## src/rtl/steer_pkg.sv

```systemverilog
// Shared helpers for the one-to-N steering buffer: select legality and
// saturating counter increment.
package steer_pkg;

    localparam int MAX_N = 64;
    localparam int MAX_CNT_W = 64;

    // True when exactly one bit of the select is set.
    function automatic logic is_onehot(input logic [MAX_N-1:0] v);
        int cnt;
        cnt = 0;
        for (int i = 0; i < MAX_N; i++) begin
            cnt += int'(v[i]);
        end
        return (cnt == 1);
    endfunction

    function automatic logic [MAX_CNT_W-1:0] sat_inc(input logic [MAX_CNT_W-1:0] v,
                                                     input int unsigned w);
        logic [MAX_CNT_W-1:0] top;
        top = (w >= MAX_CNT_W) ? '1 : ((64'd1 << w) - 64'd1);
        return (v >= top) ? top : v + 64'd1;
    endfunction

endpackage

```

## src/rtl/steer_slot.sv

```systemverilog
// Single-entry holding register for one output channel; it can drain and
// reload in the same cycle so a steady stream sees no bubbles.
module steer_slot #(
    parameter int W = 32
) (
    input  logic         i_clk,
    input  logic         i_rst,
    input  logic         i_load,
    input  logic [W-1:0] i_d,
    input  logic         i_rdy,
    output logic         o_vld,
    output logic [W-1:0] o_d,
    output logic         o_cap
);

    logic         vld_p1;
    logic [W-1:0] data_p1;

    // Stage p1: held beat, valid until the consumer takes it
    always_ff @(posedge i_clk) begin
        if (i_rst) begin
            vld_p1 <= 1'b0;
        end else if (i_load) begin
            vld_p1 <= 1'b1;
        end else if (vld_p1 && i_rdy) begin
            vld_p1 <= 1'b0;
        end
    end

    always_ff @(posedge i_clk) begin
        if (i_load) begin
            data_p1 <= i_d;
        end
    end

    assign o_vld = vld_p1;
    assign o_d   = data_p1;
    assign o_cap = ~vld_p1 | i_rdy;

endmodule

```

## src/rtl/steer.sv

```systemverilog
// One-to-N steering buffer: each input beat goes to the channel named by a
// one-hot select; beats with an illegal select are consumed and counted.
module steer
    import steer_pkg::*;
#(
    parameter int W     = 32,
    parameter int N     = 4,
    parameter int CNT_W = 16
) (
    input  logic             i_clk,
    input  logic             i_rst,
    input  logic             i_x_vld,
    input  logic [W-1:0]     i_x,
    input  logic [N-1:0]     i_sel,
    output logic             o_x_rdy,
    output logic [N-1:0]     o_y_vld,
    output logic [N*W-1:0]   o_y,
    input  logic [N-1:0]     i_y_rdy,
    output logic             o_err,
    output logic [CNT_W-1:0] o_drop_cnt
);

    logic             legal;
    logic             fire;
    logic [N-1:0]     cap;
    logic [N-1:0]     load;
    logic             err_p1;
    logic [CNT_W-1:0] cnt_p1;

    assign legal   = is_onehot(MAX_N'(i_sel));
    // Illegal selects never stall the producer; they are swallowed here.
    assign o_x_rdy = legal ? |(i_sel & cap) : 1'b1;
    assign fire    = i_x_vld & o_x_rdy;
    assign load    = (fire && legal) ? i_sel : '0;

    for (genvar i = 0; i < N; i++) begin : g_slot
        steer_slot #(.W(W)) u_slot (
            .i_clk  (i_clk),
            .i_rst  (i_rst),
            .i_load (load[i]),
            .i_d    (i_x),
            .i_rdy  (i_y_rdy[i]),
            .o_vld  (o_y_vld[i]),
            .o_d    (o_y[W*i +: W]),
            .o_cap  (cap[i])
        );
    end

    // Stage p1: drop pulse and saturating drop count
    always_ff @(posedge i_clk) begin
        if (i_rst) begin
            err_p1 <= 1'b0;
            cnt_p1 <= '0;
        end else begin
            err_p1 <= fire & ~legal;
            if (fire && !legal) begin
                cnt_p1 <= CNT_W'(sat_inc(MAX_CNT_W'(cnt_p1), CNT_W));
            end
        end
    end

    assign o_err      = err_p1;
    assign o_drop_cnt = cnt_p1;

endmodule

```

## config.mk

```make
export PLATFORM = sky130hd
export DESIGN_NAME = steer
export DESIGN_NICKNAME = d
export VERILOG_FILES = /design/src/rtl/steer_pkg.sv /design/src/rtl/steer_slot.sv /design/src/rtl/steer.sv
export SDC_FILE = /design/constraint.sdc
export NUM_CORES = 1
export LEC_CHECK = 0
export ABC_AREA = 1
export BUFFER_PORTS_ARGS = -buffer_cell sky130_fd_sc_hd__buf_4
export CORE_ASPECT_RATIO = 1.5
export CORE_MARGIN = 2
export CORE_UTILIZATION = 46
export CTS_BUF_LIST = sky130_fd_sc_hd__clkbuf_4
export DETAILED_ROUTE_END_ITERATION = 10
export PLACE_DENSITY = 0.76
export RECOVER_POWER = 25
export SLEW_MARGIN = 20
export SYNTH_ARGS = -nofsm -noshare
export SYNTH_HDL_FRONTEND = slang
export SYNTH_SLANG_ARGS = --single-unit
export TNS_END_PERCENT = 1
```

## constraint.sdc

```tcl
create_clock -name i_clk -period 3.56 [get_ports i_clk]
set_clock_uncertainty 0.15 [all_clocks]
set_input_delay 0.356 -clock i_clk [delete_from_list [all_inputs] [get_ports i_clk]]
set_output_delay 0.356 -clock i_clk [all_outputs]
set_load 0.01 [all_outputs]
```

==> flow_metrics.env <==
export IMPL_status="finished clean"
export IMPL_syn_area_um2=5220
export IMPL_routed_wl_um=13700
export IMPL_critPathBufInv=4
export IMPL_cp_num_cells=8
export IMPL_final_nets=633
export IMPL_p_sw_w=0.000824
export IMPL_finalHoldViolations=0
export IMPL_tritoncts="built"
export IMPL_critPathKind="primary input to output port"
export IMPL_start_kind="primary input"
export IMPL_swShare=0.250
export IMPL_synthAdderAreaFrac=0.0110
export IMPL_grt_usage=0.225
export IMPL_n_antenna_cell=0
export IMPL_final_cell_mix="buf_4 (165), edfxtp_1 (128), nand2_1 (48)"
export IMPL_antenna_found_initial=0
export IMPL_timing_final_ws_setup_ns=0.872
export IMPL_critical_path_top_delay_family="buffers and inverters"
export IMPL_htree_levels=4
export IMPL_drv_slew=0
export IMPL_max_stage_delay_ns=0.57
export IMPL_cts_buffers=17
export IMPL_dp_slack_ns=0.478
export IMPL_worst_ep_required_time_ns=3.05
export IMPL_leakagePower_nw=3.00
export IMPL_yosys_warnings=0
export IMPL_p_seq_frac=0.604
export IMPL_drc=0
export IMPL_clock_latency_ns=0.50
export IMPL_coreArea_um2=11100
export IMPL_gp_congestion=0.910
export IMPL_synth_top_area_frac=0.736
export IMPL_gr_total_overflow=0
export IMPL_avgSynthCellArea_um2=15.5
export IMPL_crit_path_max_fanout=6
export IMPL_start_util=0.472
export IMPL_reg2reg_depth=6
export IMPL_ant_nets=0
export IMPL_fin_crit_ns=2.69
export IMPL_cp_slowest_cell="dlygate4sd3_1"
export IMPL_synth_seq_cells=149
export IMPL_dpl_cell_area_um2=6830
export IMPL_syn_to_final_growth_pct=42.1
export IMPL_max_freq_ghz=0.372
export IMPL_maxCapViolCount=0
export IMPL_synthCells=337
export IMPL_synth_compound_area_frac=0.0192
export IMPL_stdcell_count=746
export IMPL_path_cells="dlygate4sd3_1, buf_4, ha_1, ha_1, nand3b_1, inv_1, nand3_1, buf_4"
export IMPL_clk_pin_slew_ns=0.13
export IMPL_fp_dieH_um=134
export IMPL_vias=3736
export IMPL_synth_area_leader_cell="edfxtp_1"
export IMPL_synth_top_family_by_area="simple AND/OR/NAND/NOR gates"
export IMPL_synthTopCellsByArea="edfxtp_1 (74%), dfxtp_1 (8.1%), nand2_1 (3.5%), inv_1 (2.7%), nand3_1 (1.7%)"
export IMPL_cp_startpoint="i_sel[2]"
export IMPL_ios=193
export IMPL_synth_simple_gate_area_frac=0.110
export IMPL_grt_max_degree=33
export IMPL_synth_mux_area_fraction=0
export IMPL_grt_first_pass_wirelength_um=20400
export IMPL_avgRoutedWirePerCell_um=18.3
export IMPL_finalCritPeriodShare=0.755
export IMPL_finalSetupTns_ns=0
export IMPL_clk_path_buf_depth=2
export IMPL_layout_drive_gt1_share=0.366
export IMPL_hp_class="flop to flop"
export IMPL_layout_commonest_cell="buf_4"
export IMPL_power_density_nw_per_um2=444
export IMPL_p_comb_frac=0.087
export IMPL_crit_end="o_x_rdy"
export IMPL_synth_xor_area_share=0.00168
export IMPL_dieArea_um2=12200
export IMPL_avgViaCountPerCell=5.01
export IMPL_vdd_drop_max_mv=0.238
export IMPL_cts_sinks=149
export IMPL_p_int_w=0.00247
export IMPL_firstDrtPassIters=5
export IMPL_worstPathArrival_ns=2.18
export IMPL_fin_area_um2=7420
export IMPL_post_dp_hpwl_um=8890
export IMPL_tightest_slew_ns=0.443
export IMPL_setup_viol=0
export IMPL_drtIter0Drc=224
export IMPL_synth_nets=384
export IMPL_rsz0062_at_grt="no"
export IMPL_min_from="o_drop_cnt[15]$_SDFFE_PP0P_"
export IMPL_r2r_start="g_slot[2].u_slot.o_vld$_SDFFE_PP0P_"
export IMPL_r2r_end="g_slot[3].u_slot.o_vld$_SDFFE_PP0P_"
export IMPL_grt_pass1_vias=3577
export IMPL_ys_seq_area_frac=0.817
export IMPL_final_util=0.671
export IMPL_portBuffers=192
export IMPL_maxSlewHeadroom=0.705
export IMPL_critPathCaptureType="output port"
export IMPL_rows=47
export IMPL_die_w_um=91.0
export IMPL_place_inst=672
export IMPL_rrSetupSlack_ns=1.51
export IMPL_p_clk_frac=0.309
export IMPL_synth_cell_types=27
export IMPL_root_buffer="clkbuf_4"
## cells by family (layout without fill, tap and decap cells)
| logic type | after synthesis | count (layout) |
|---|---|---|
| AOI/OAI and AO/OA | 18 | 18 |
| DFF | 149 | 149 |
| xor gates and xnor gates | 1 | 1 |
| and+or+nand+nor | 116 | 116 |
| buffers and inverters | 49 | 311 |
| adders and majority gates | 4 | 4 |
## layer usage
layer | wire, µm | share of wire | vias to the layer above | GRT usage
met4 | 191 | 0.014 | 0 | 0.0715
met3 | 1290 | 0.094 | 16 | 0.0692
li1 | - | - | 1682 | -
met5 | 0 | 0 | - | 0
met2 | 7290 | 0.53 | 242 | 0.399
met1 | 4900 | 0.36 | 1796 | 0.261
## cell usage after synthesis (all sizes together)
cell / count
dfxtp: 21
a31oi: 5
and3: 1
nand4: 6
o21ai: 7
buf: 7
clkbuf: 1
edfxtp: 128
nor2: 22
nand3: 23
xor2: 1
fa: 1
nor3: 3
inv: 41
or2: 5
nand3b: 2
ha: 3
a21oi: 6
nand2: 54
## registers in the layout, summed over array words and instances (netlist names)
signal / count
g_slot.u_slot.o_d: 128
o_drop_cnt: 16
g_slot.u_slot.o_vld: 4
o_err: 1
## tightest hold or removal path, cell delays in order, from the launching register on
cell     delay, ns
dfxtp_1       0.38
nand2_1       0.08
a21oi_1       0.05
## metrics by stage
| step | power [W] | hold slack (ns) |
|---|---|---|
| 6_report | 0.00329 | 0.391 |
| 5_1_grt | 0.00342 | 0.362 |
| 2_1_floorplan | 0.00212 | 0.275 |
| 3_3_place_gp | 0.00228 | 0.343 |
| 4_1_cts | 0.00332 | 0.359 |
| 3_5_place_dp | 0.00229 | 0.353 |
## worst min-delay path by stage
stage                                           to  cells past startpoint  slack [ns]
6_report               o_drop_cnt[15]$_SDFFE_PP0P_                      2        0.39
5_1_grt         g_slot[0].u_slot.o_d[28]$_DFFE_PP_                      4        0.36
4_1_cts         g_slot[0].u_slot.o_d[18]$_DFFE_PP_                      4        0.36
3_5_place_dp   g_slot[3].u_slot.o_vld$_SDFFE_PP0P_                      2        0.35
3_3_place_gp   g_slot[3].u_slot.o_vld$_SDFFE_PP0P_                      2        0.34
2_1_floorplan           o_drop_cnt[1]$_SDFFE_PP0P_                      1        0.28
## power by group through the flow
stage	combinational, W	sequential, W	clock, W
final	0.000287	0.00199	0.00102
after global routing	0.000306	0.00199	0.00112
after CTS	0.000300	0.00199	0.00104
after detailed placement	0.000262	0.00203	0
after global placement	0.000252	0.00203	0
after floorplan	0.0000714	0.00205	0
## final cells by class
cell class	instances	area, µm²
sequential	149	4260
fill	780	3640
timing repair buffer	238	1790
multi-input combinational	139	747
tap	147	184
inverter	41	154
clock inverter	14	144
clock buffer	18	135
## what timing repair did
action                    4_1_cts  5_1_grt
buffers inserted                0        0
hold buffers                   42        0
gates resized for setup         0        0
hold endpoints to repair      141        0
Power figures use the tool's default switching activity.
